File: config.mk
export PLATFORM = sky130hd
export DESIGN_NAME = instruction_fetch_flat
export DESIGN_NICKNAME = d
export VERILOG_FILES = /design/src/rtl/instruction_fetch_pkg.sv /design/src/rtl/instruction_fetch_if.sv /design/src/rtl/instruction_fetch_wait_timer.sv /design/src/rtl/instruction_fetch.sv /design/src/flat_wrapper.sv
export SDC_FILE = /design/constraint.sdc
export NUM_CORES = 1
export LEC_CHECK = 0
export BUFFER_PORTS_ARGS = -buffer_cell sky130_fd_sc_hd__buf_4
export CELL_PAD_IN_SITES_DETAIL_PLACEMENT = 1
export CELL_PAD_IN_SITES_GLOBAL_PLACEMENT = 1
export CORE_UTILIZATION = 46
export CTS_BUF_LIST = sky130_fd_sc_hd__clkbuf_16
export CTS_CLUSTER_SIZE = 16
export DETAILED_ROUTE_END_ITERATION = 12
export PLACE_DENSITY = 0.88
export SYNTH_ARGS = -nofsm -noshare
export SYNTH_HDL_FRONTEND = slang
export SYNTH_SLANG_ARGS = --single-unit
File: constraint.sdc
create_clock -name clk -period 2.6 [get_ports clk]
set_input_delay 0.39 -clock clk [delete_from_list [all_inputs] [get_ports clk]]
set_output_delay 0.39 -clock clk [all_outputs]
set_load 0.02 [all_outputs]
File: src/rtl/instruction_fetch_pkg.sv
// Shared fetch definitions: FSM states, instruction geometry and byte-order helper.
package fetch_pkg;

  typedef enum logic [2:0] {
    S_IDLE  = 3'd0,
    S_HI    = 3'd1,
    S_LO    = 3'd2,
    S_DONE  = 3'd3,
    S_DRAIN = 3'd4
  } state_t;

  localparam int INSTR_BYTES = 2;
  localparam int PC_STEP     = 2;

  // Even address carries the most significant byte of the instruction.
  localparam bit BIG_ENDIAN = 1'b1;

  function automatic logic [INSTR_BYTES*8-1:0] assemble(input logic [7:0] even_byte,
                                                        input logic [7:0] odd_byte);
    return BIG_ENDIAN ? {even_byte, odd_byte} : {odd_byte, even_byte};
  endfunction

endpackage

File: src/rtl/instruction_fetch_if.sv
// Fetch unit bundle: control-unit request side, PC/IR side and byte-wide instruction memory side.
interface instruction_fetch_if #(parameter int ADDR_W = 8);

  logic                                   fetch_req;
  logic [ADDR_W-1:0]                      pc_addr;
  logic                                   flush;
  logic [ADDR_W-1:0]                      mem_addr;
  logic                                   mem_rd;
  logic [7:0]                             mem_rdata;
  logic                                   mem_ready;
  logic [fetch_pkg::INSTR_BYTES*8-1:0]    ir;
  logic                                   ir_valid;
  logic                                   inc_pc;
  logic                                   busy;
  logic                                   fetch_err;

  modport master (
    input  fetch_req, pc_addr, flush, mem_rdata, mem_ready,
    output mem_addr, mem_rd, ir, ir_valid, inc_pc, busy, fetch_err
  );

  modport slave (
    output fetch_req, pc_addr, flush, mem_rdata, mem_ready,
    input  mem_addr, mem_rd, ir, ir_valid, inc_pc, busy, fetch_err
  );

endinterface

File: src/rtl/instruction_fetch_wait_timer.sv
// Per-state wait counter: clear restarts it, enable counts, expired flags LIMIT cycles spent waiting.
module wait_timer #(
  parameter int LIMIT = 15
) (
  input  logic clk,
  input  logic reset,
  input  logic clear,
  input  logic enable,
  output logic expired
);

  localparam int CW = (LIMIT < 1) ? 1 : $clog2(LIMIT + 1);

  logic [CW-1:0] cnt;

  always_ff @(posedge clk or posedge reset) begin
    if (reset) begin
      cnt <= '0;
    end else if (clear) begin
      cnt <= '0;
    end else if (enable && !expired) begin
      cnt <= cnt + CW'(1);
    end
  end

  assign expired = (cnt == CW'(LIMIT));

endmodule

File: src/rtl/instruction_fetch.sv
// Two-byte instruction fetch: 3 cycles request-to-ir_valid with zero-wait memory, +1 per mem_ready=0 cycle.
// mem_rd/mem_addr held until mem_ready; fetch_req ignored while busy; waits bounded by WAIT_TIMEOUT.
module instruction_fetch
  import fetch_pkg::*;
#(
  parameter int ADDR_W       = 8,
  parameter int WAIT_TIMEOUT = 15
) (
  input  logic                clk,
  input  logic                reset,
  instruction_fetch_if.master bus
);

  state_t            state;
  logic [ADDR_W-1:0] base;
  logic [7:0]        byte_even;
  logic              waiting;
  logic              tmr_clear;
  logic              tmr_expired;

  assign waiting   = (state == S_HI) || (state == S_LO) || (state == S_DRAIN);
  // Any event that leaves the current wait state restarts the count for the next one.
  assign tmr_clear = !waiting || bus.mem_ready || tmr_expired || (bus.flush && state != S_DRAIN);
  assign bus.busy  = (state != S_IDLE);

  wait_timer #(.LIMIT(WAIT_TIMEOUT)) u_wait_timer (
    .clk     (clk),
    .reset   (reset),
    .clear   (tmr_clear),
    .enable  (waiting),
    .expired (tmr_expired)
  );

  always_ff @(posedge clk or posedge reset) begin
    if (reset) begin
      state         <= S_IDLE;
      base          <= '0;
      byte_even     <= '0;
      bus.mem_addr  <= '0;
      bus.mem_rd    <= 1'b0;
      bus.ir        <= '0;
      bus.ir_valid  <= 1'b0;
      bus.inc_pc    <= 1'b0;
      bus.fetch_err <= 1'b0;
    end else begin
      bus.ir_valid  <= 1'b0;
      bus.inc_pc    <= 1'b0;
      bus.fetch_err <= 1'b0;
      case (state)
        S_IDLE: begin
          if (bus.fetch_req && !bus.flush) begin
            if (bus.pc_addr[0]) begin
              bus.fetch_err <= 1'b1;
            end else begin
              base         <= bus.pc_addr;
              bus.mem_addr <= bus.pc_addr;
              bus.mem_rd   <= 1'b1;
              state        <= S_HI;
            end
          end
        end
        S_HI, S_LO: begin
          if (bus.mem_ready) begin
            if (bus.flush) begin
              bus.mem_rd <= 1'b0;
              state      <= S_IDLE;
            end else if (state == S_HI) begin
              byte_even    <= bus.mem_rdata;
              bus.mem_addr <= base + ADDR_W'(1);
              state        <= S_LO;
            end else begin
              bus.ir       <= assemble(byte_even, bus.mem_rdata);
              bus.ir_valid <= 1'b1;
              bus.inc_pc   <= 1'b1;
              bus.mem_rd   <= 1'b0;
              state        <= S_DONE;
            end
          end else if (tmr_expired) begin
            bus.fetch_err <= 1'b1;
            bus.mem_rd    <= 1'b0;
            state         <= S_IDLE;
          end else if (bus.flush) begin
            // Outstanding read must still complete before memory is released.
            state <= S_DRAIN;
          end
        end
        S_DRAIN: begin
          if (bus.mem_ready) begin
            bus.mem_rd <= 1'b0;
            state      <= S_IDLE;
          end else if (tmr_expired) begin
            bus.fetch_err <= 1'b1;
            bus.mem_rd    <= 1'b0;
            state         <= S_IDLE;
          end
        end
        S_DONE:  state <= S_IDLE;
        default: state <= S_IDLE;
      endcase
    end
  end

endmodule

File: src/flat_wrapper.sv
// flat-port wrapper written by rule: the top's interface ports become plain ports
module instruction_fetch_flat import fetch_pkg::*;
#(
  parameter int ADDR_W       = 8,
  parameter int WAIT_TIMEOUT = 15
)
  (clk, reset, bus_fetch_req, bus_pc_addr, bus_flush, bus_mem_rdata, bus_mem_ready, bus_mem_addr, bus_mem_rd, bus_ir, bus_ir_valid, bus_inc_pc, bus_busy, bus_fetch_err);
  instruction_fetch_if #(.ADDR_W(ADDR_W)) bus_i ();
  input  logic clk;
  input  logic reset;
  input wire logic [$bits(bus_i.fetch_req)-1:0] bus_fetch_req;
  input wire logic [$bits(bus_i.pc_addr)-1:0] bus_pc_addr;
  input wire logic [$bits(bus_i.flush)-1:0] bus_flush;
  input wire logic [$bits(bus_i.mem_rdata)-1:0] bus_mem_rdata;
  input wire logic [$bits(bus_i.mem_ready)-1:0] bus_mem_ready;
  output wire logic [$bits(bus_i.mem_addr)-1:0] bus_mem_addr;
  output wire logic [$bits(bus_i.mem_rd)-1:0] bus_mem_rd;
  output wire logic [$bits(bus_i.ir)-1:0] bus_ir;
  output wire logic [$bits(bus_i.ir_valid)-1:0] bus_ir_valid;
  output wire logic [$bits(bus_i.inc_pc)-1:0] bus_inc_pc;
  output wire logic [$bits(bus_i.busy)-1:0] bus_busy;
  output wire logic [$bits(bus_i.fetch_err)-1:0] bus_fetch_err;
  assign bus_i.fetch_req = bus_fetch_req;
  assign bus_i.pc_addr = bus_pc_addr;
  assign bus_i.flush = bus_flush;
  assign bus_i.mem_rdata = bus_mem_rdata;
  assign bus_i.mem_ready = bus_mem_ready;
  assign bus_mem_addr = bus_i.mem_addr;
  assign bus_mem_rd = bus_i.mem_rd;
  assign bus_ir = bus_i.ir;
  assign bus_ir_valid = bus_i.ir_valid;
  assign bus_inc_pc = bus_i.inc_pc;
  assign bus_busy = bus_i.busy;
  assign bus_fetch_err = bus_i.fetch_err;
  instruction_fetch #(.ADDR_W(ADDR_W), .WAIT_TIMEOUT(WAIT_TIMEOUT)) u_core (.clk(clk), .reset(reset), .bus(bus_i));
endmodule
# == Word level (Yosys, flattened, before mapping) ==
# Cells that the tools add are included.
# totals
register_bits,49
out_inout_bits,29
wordCells,86
# classes
n_addsub,2
n_eq_ne,13
muxes,35
bitwise_logic,3
reduce_logical,24
# ops
operator,n
$mux W8,5
$mux W3,8
$mux W1,16
$pmux W8 S2,1
$reduce_and A4 Y1,4
$pmux W3 S3,1
$add A8 B1 Y8 const B,1
$mux W4,2
$ne A2 B2 Y1 const B,3
$reduce_and A6 Y1,1
$reduce_bool A3 Y1,2
$logic_or A1 B1 Y1,5
$add A4 B1 Y4 const B,1
$eq A4 B4 Y1 const B,1
$ne A2 B1 Y1 const B,2
$ne A4 B3 Y1 const B,1
$ne A4 B4 Y1 const B,1
$reduce_bool A2 Y1,2
$eq A3 B1 Y1 const B,1
$eq A3 B2 Y1 const B,1
$eq A3 B3 Y1 const B,1
$logic_and A1 B1 Y1,3
$logic_not A1 Y1,3
$logic_not A3 Y1,1
8 further kinds,10

# == Logic depth before layout (Yosys ltp) ==
# depth
ltp_word,8
ltp_mapped,5
ltp_nobuf,5

# == Hierarchy ==
# From an unflattened synthesis, not the netlist that was laid out.
# hier_totals
hier_cells,176
area_unflattened_um2,2252.2
# by_module_without_submodules
module,n_inst,cells_per_inst,area_per_inst_um2,seq_area_each_um2
instruction_fetch,1,155,2019.4,1126.1
wait_timer,1,21,232.7,100.1

# == Worst setup path before layout ==
# No wires, ideal clock.
# synth_timing
kind,flip-flop to flip-flop
start,reg u_core.state[0]
end,reg u_core.bus.mem_addr[1]
setup_time_ns,0.125
arrival_ns,1.481
required_ns,2.475
path_slack_ns,0.994
path_stages_with_launch,6
path_buffers,1
period_less_slack_ns,1.606
path_cell_list,dfrtp_1 > buf_4 > xnor2_2 > nor2_4 > mux2_2 > mux2_2
# synth_via
elab_chain_len,4
# synth_lines
item,line,source
from (decl),instruction_fetch.sv:14,state_t state;
from (signal assigned),instruction_fetch.sv:36,state <= S_IDLE;
from (signal assigned),instruction_fetch.sv:58,state <= S_HI;
from (signal assigned),instruction_fetch.sv:66,state <= S_IDLE;
$eq A3 B2 Y1 / $eq A3 B1 Y1 (equally long branches),"instruction_fetch.sv:49, instruction_fetch.sv:67",
$reduce_or A2 Y1,instruction_fetch.sv:49,case (state)
"$ne A2 B1 Y1 (no line), or another cell as far along",-,
$reduce_and A6 Y1 (no line),-,
to (signal assigned),instruction_fetch.sv:56,bus.mem_addr <= bus.pc_addr;
to (signal assigned),instruction_fetch.sv:69,bus.mem_addr <= base + ADDR_W'(1);
to (decl),instruction_fetch_if.sv:19,"output mem_addr, mem_rd, ir, ir_valid, inc_pc, busy, fetch_err"
# Several ways; a longest one is shown, not always the timed one.
# A chain may end at the register's enable or synchronous reset.

# == Worst setup path in the final report ==
# layout_timing
start,reg u_core.state[2]
end,reg u_core.base[1]
# layout_via
elab_chain_len,2
# layout_lines
item,line,source
$logic_not A3 Y1,instruction_fetch.sv:49,
$reduce_and A3 Y1 (no line),-,
to (signal assigned),instruction_fetch.sv:55,base <= bus.pc_addr;
to (decl),instruction_fetch.sv:15,logic [ADDR_W-1:0] base;
# Every way passes these cells.

==> impl_results.md <==
* Vias in the first global route at 1611
* Mean routed wirelength per cell at approximately 20 µm
* Seq cells post-synth at 49
* Global router's overall resource usage at between 20% and 30%
* CTS Hold Bufs at 0
* Sequential share of the synthesized area at 56.3%
* Clk root buf: clkbuf_16
* Synth top cells by count: dfrtp_1, mux2_2, mux2_4
* HP Class: in -> async
* Crit path DAT at between 2 and 2.5 ns
* Post-synth ARST share at 100%
* Final setup fails at 0
* Leak Pwr at 1.33 nW
* RSZ-0062 raised after global routing: no
* Worst-margin pin slew at 0.590 ns
* Startpoint types: flip-flop
* Worst Setup End Kind: flip-flop
* Initial antenna violation count at 0
* CTS Buffer Depth at 2
* Synth top area share at 56.3%
* First-pass GRT wire length at between 8000 and 9000 µm
* Via density at 5.41
* Setup tns final at 0 ns
* DP Worst Slack at 0.550 ns
* Synth area leaders: dfrtp_1, mux2_2, mux2_4
* Mapped cell area at 2180 µm²
* Min Tclk post-route at 2.06 ns
* Initial DRC Count at 34
* Final antenna diode count at 0
* Most common cell in the synthesized netlist: dfrtp_1
* Syn nets at 170
* Hold Fails Final Rpt at 0
* Final nets at 224
* Gr ovfl total at 0
* Antenna-violating nets left at 0
* Largest net degree at the start of global routing at 29
* Share of cells above drive strength 1 at a little under three fifths
* Max Slew Vio Count at 0
* Pwr Density at 1230 nW/µm²
* Core ar. at about 4400 µm²
* I/O Pins at 50
* Worst setup margin at 0.536 ns
* Placed wire-length estimate at 3610 µm
* Core Rows at 24
* Reg2Reg Depth at 5
* R2R Setup Slk at 0.54 ns
* CTS Buf Count at 5
* Area grow syn2layout at 24.9%
* Post-Syn Area per Cell at 14.7 µm²
* Die Height at between 70 and 80 µm
* Ys Warns at 0
* Fmax at slightly below 500 MHz
* CTS tree: yes
* Post-synth EDFFs at 0
* Die width at 70.8 µm
* Vias at around 1400
* Crit Reg-Reg Endpoint: u_core.base[1]
* Peak VDD IR at 586 µV
* CTS clk-pin slew, worst paths at 0.06 ns
* Cts repair resizes at 0
* Yosys cell types at 37
* Critical path fanouts, max at 11
* Worst R2R Start: u_core.state[2]
* Period utilisation layout at 79.4%
* Power consumption at about 3.3 mW
* Starting Density at 49.0%
* DRC errors left at 0
* Outcome: complete, no violations
* Relative max-transition margin at 60.6%
* Worst EP required at 2.76 ns
* H-tree levels at 2
* CP Class: reg -> reg
* Gate Count Post-Synth at roughly 150
* Synth Flop Type: dfrtp_1
* Worst Skew at 0.00633 ns
* Max-Cap Viols at 0
* Clock Latency Late Sink at around 0.28 ns
* Drt first pass iters at 5
* GP Congestion at 0.760
* Area leader, netlist: dfrtp_1
* Port bufs at 49
* Setup bufs post-CTS at 0
* # clock sinks at between 40 and 50
* Routed WL at 5040 µm
* Die area at approximately 5000 µm²
[flip-flops by register name (all words and copies together), names as in the netlist]
name                     count
u_core.bus.fetch_err         1
u_core.bus.inc_pc            1
u_core.state                 3
u_core.byte_even             8
u_core.bus.ir               16
u_core.base                  7
u_core.bus.mem_addr          8
u_core.u_wait_timer.cnt      4
u_core.bus.mem_rd            1
[critical path, cell delays in order (launching register included)]
cell      delay (ns)
dfrtp_1         0.56
nor2_1          0.15
nand4b_1        0.13
buf_4           0.22
and3_1          0.52
mux2_4          0.35
[how the worst max path moves through the flow]
stage	from	to	slack (ns)	depth (start not counted)
6_report	u_core.state[2]	u_core.base[1]	0.54	5
3_3_place_gp	u_core.state[2]	u_core.base[4]	0.73	5
2_1_floorplan	u_core.state[0]	u_core.bus.mem_addr[1]	0.99	5
4_1_cts	u_core.state[2]	u_core.base[1]	0.54	5
3_5_place_dp	u_core.state[2]	u_core.base[7]	0.55	5
5_1_grt	u_core.state[2]	u_core.base[1]	0.47	5
[logic make-up (layout without fill, tap and decap cells)]
family | Yosys count | after routing | share of synthesized area [%]
flip-flops | 49 | 49 | 56.3
multiplexers | 45 | 45 | 25.7
AND/OR/NAND/NOR | 29 | 29 | 8.33
AO/OA/AOI/OAI | 10 | 10 | 3.51
buffers and inverters | 10 | 65 | 3.56
XOR/XNOR | 3 | 3 | 1.55
adder cells (fa/ha/maj) | 2 | 2 | 1.03
[metrics by stage]
stage	cell area (µm²)	util, %	hold slack (ns)	std cells
2_1_floorplan	2180	-	0.431	148
3_3_place_gp	2580	58.0	0.441	247
3_5_place_dp	2580	58.0	0.466	247
4_1_cts	2720	61.2	0.194	255
5_1_grt	2720	61.2	0.215	255
6_report	2720	61.2	0.174	255
[metal layers]
layer  part of all wire [%]  GRT usage (%)  vias up
met5                      0              0        -
met4                    2.0           7.33        0
met3                    2.9           4.42       10
met2                     53           38.5       33
met1                     42           27.9      711
li1                       -              -      626
[power by group]
group          switching, mW  total, mW  internal, mW
clock network          0.267      0.619         0.353
registers              0.223       1.30          1.07
logic                  0.670       1.43         0.757
[area by class of cell]
type                       instances  area, µm²
inverter                           4       15.0
fill                             459       1720
clock buffer                       5        125
multi-input combinational         89        873
sequential                        49       1230
timing repair buffer              53        398
clock inverter                     3       17.5
tap                               52       65.1
[placed cells by master, fill, tap and decap left out, types with 2 or more instances in the layout]
master / instances
a21oi_1: 2
and3_1: 2
buf_4: 53
clkbuf_16: 5
dfrtp_1: 49
inv_1: 3
mux2_2: 31
mux2_4: 14
nand2_1: 4
nand2b_1: 2
nand3_1: 4
nor2_1: 5
nor3_1: 2
nor3b_1: 2
(Power assumes the default switching activity.)
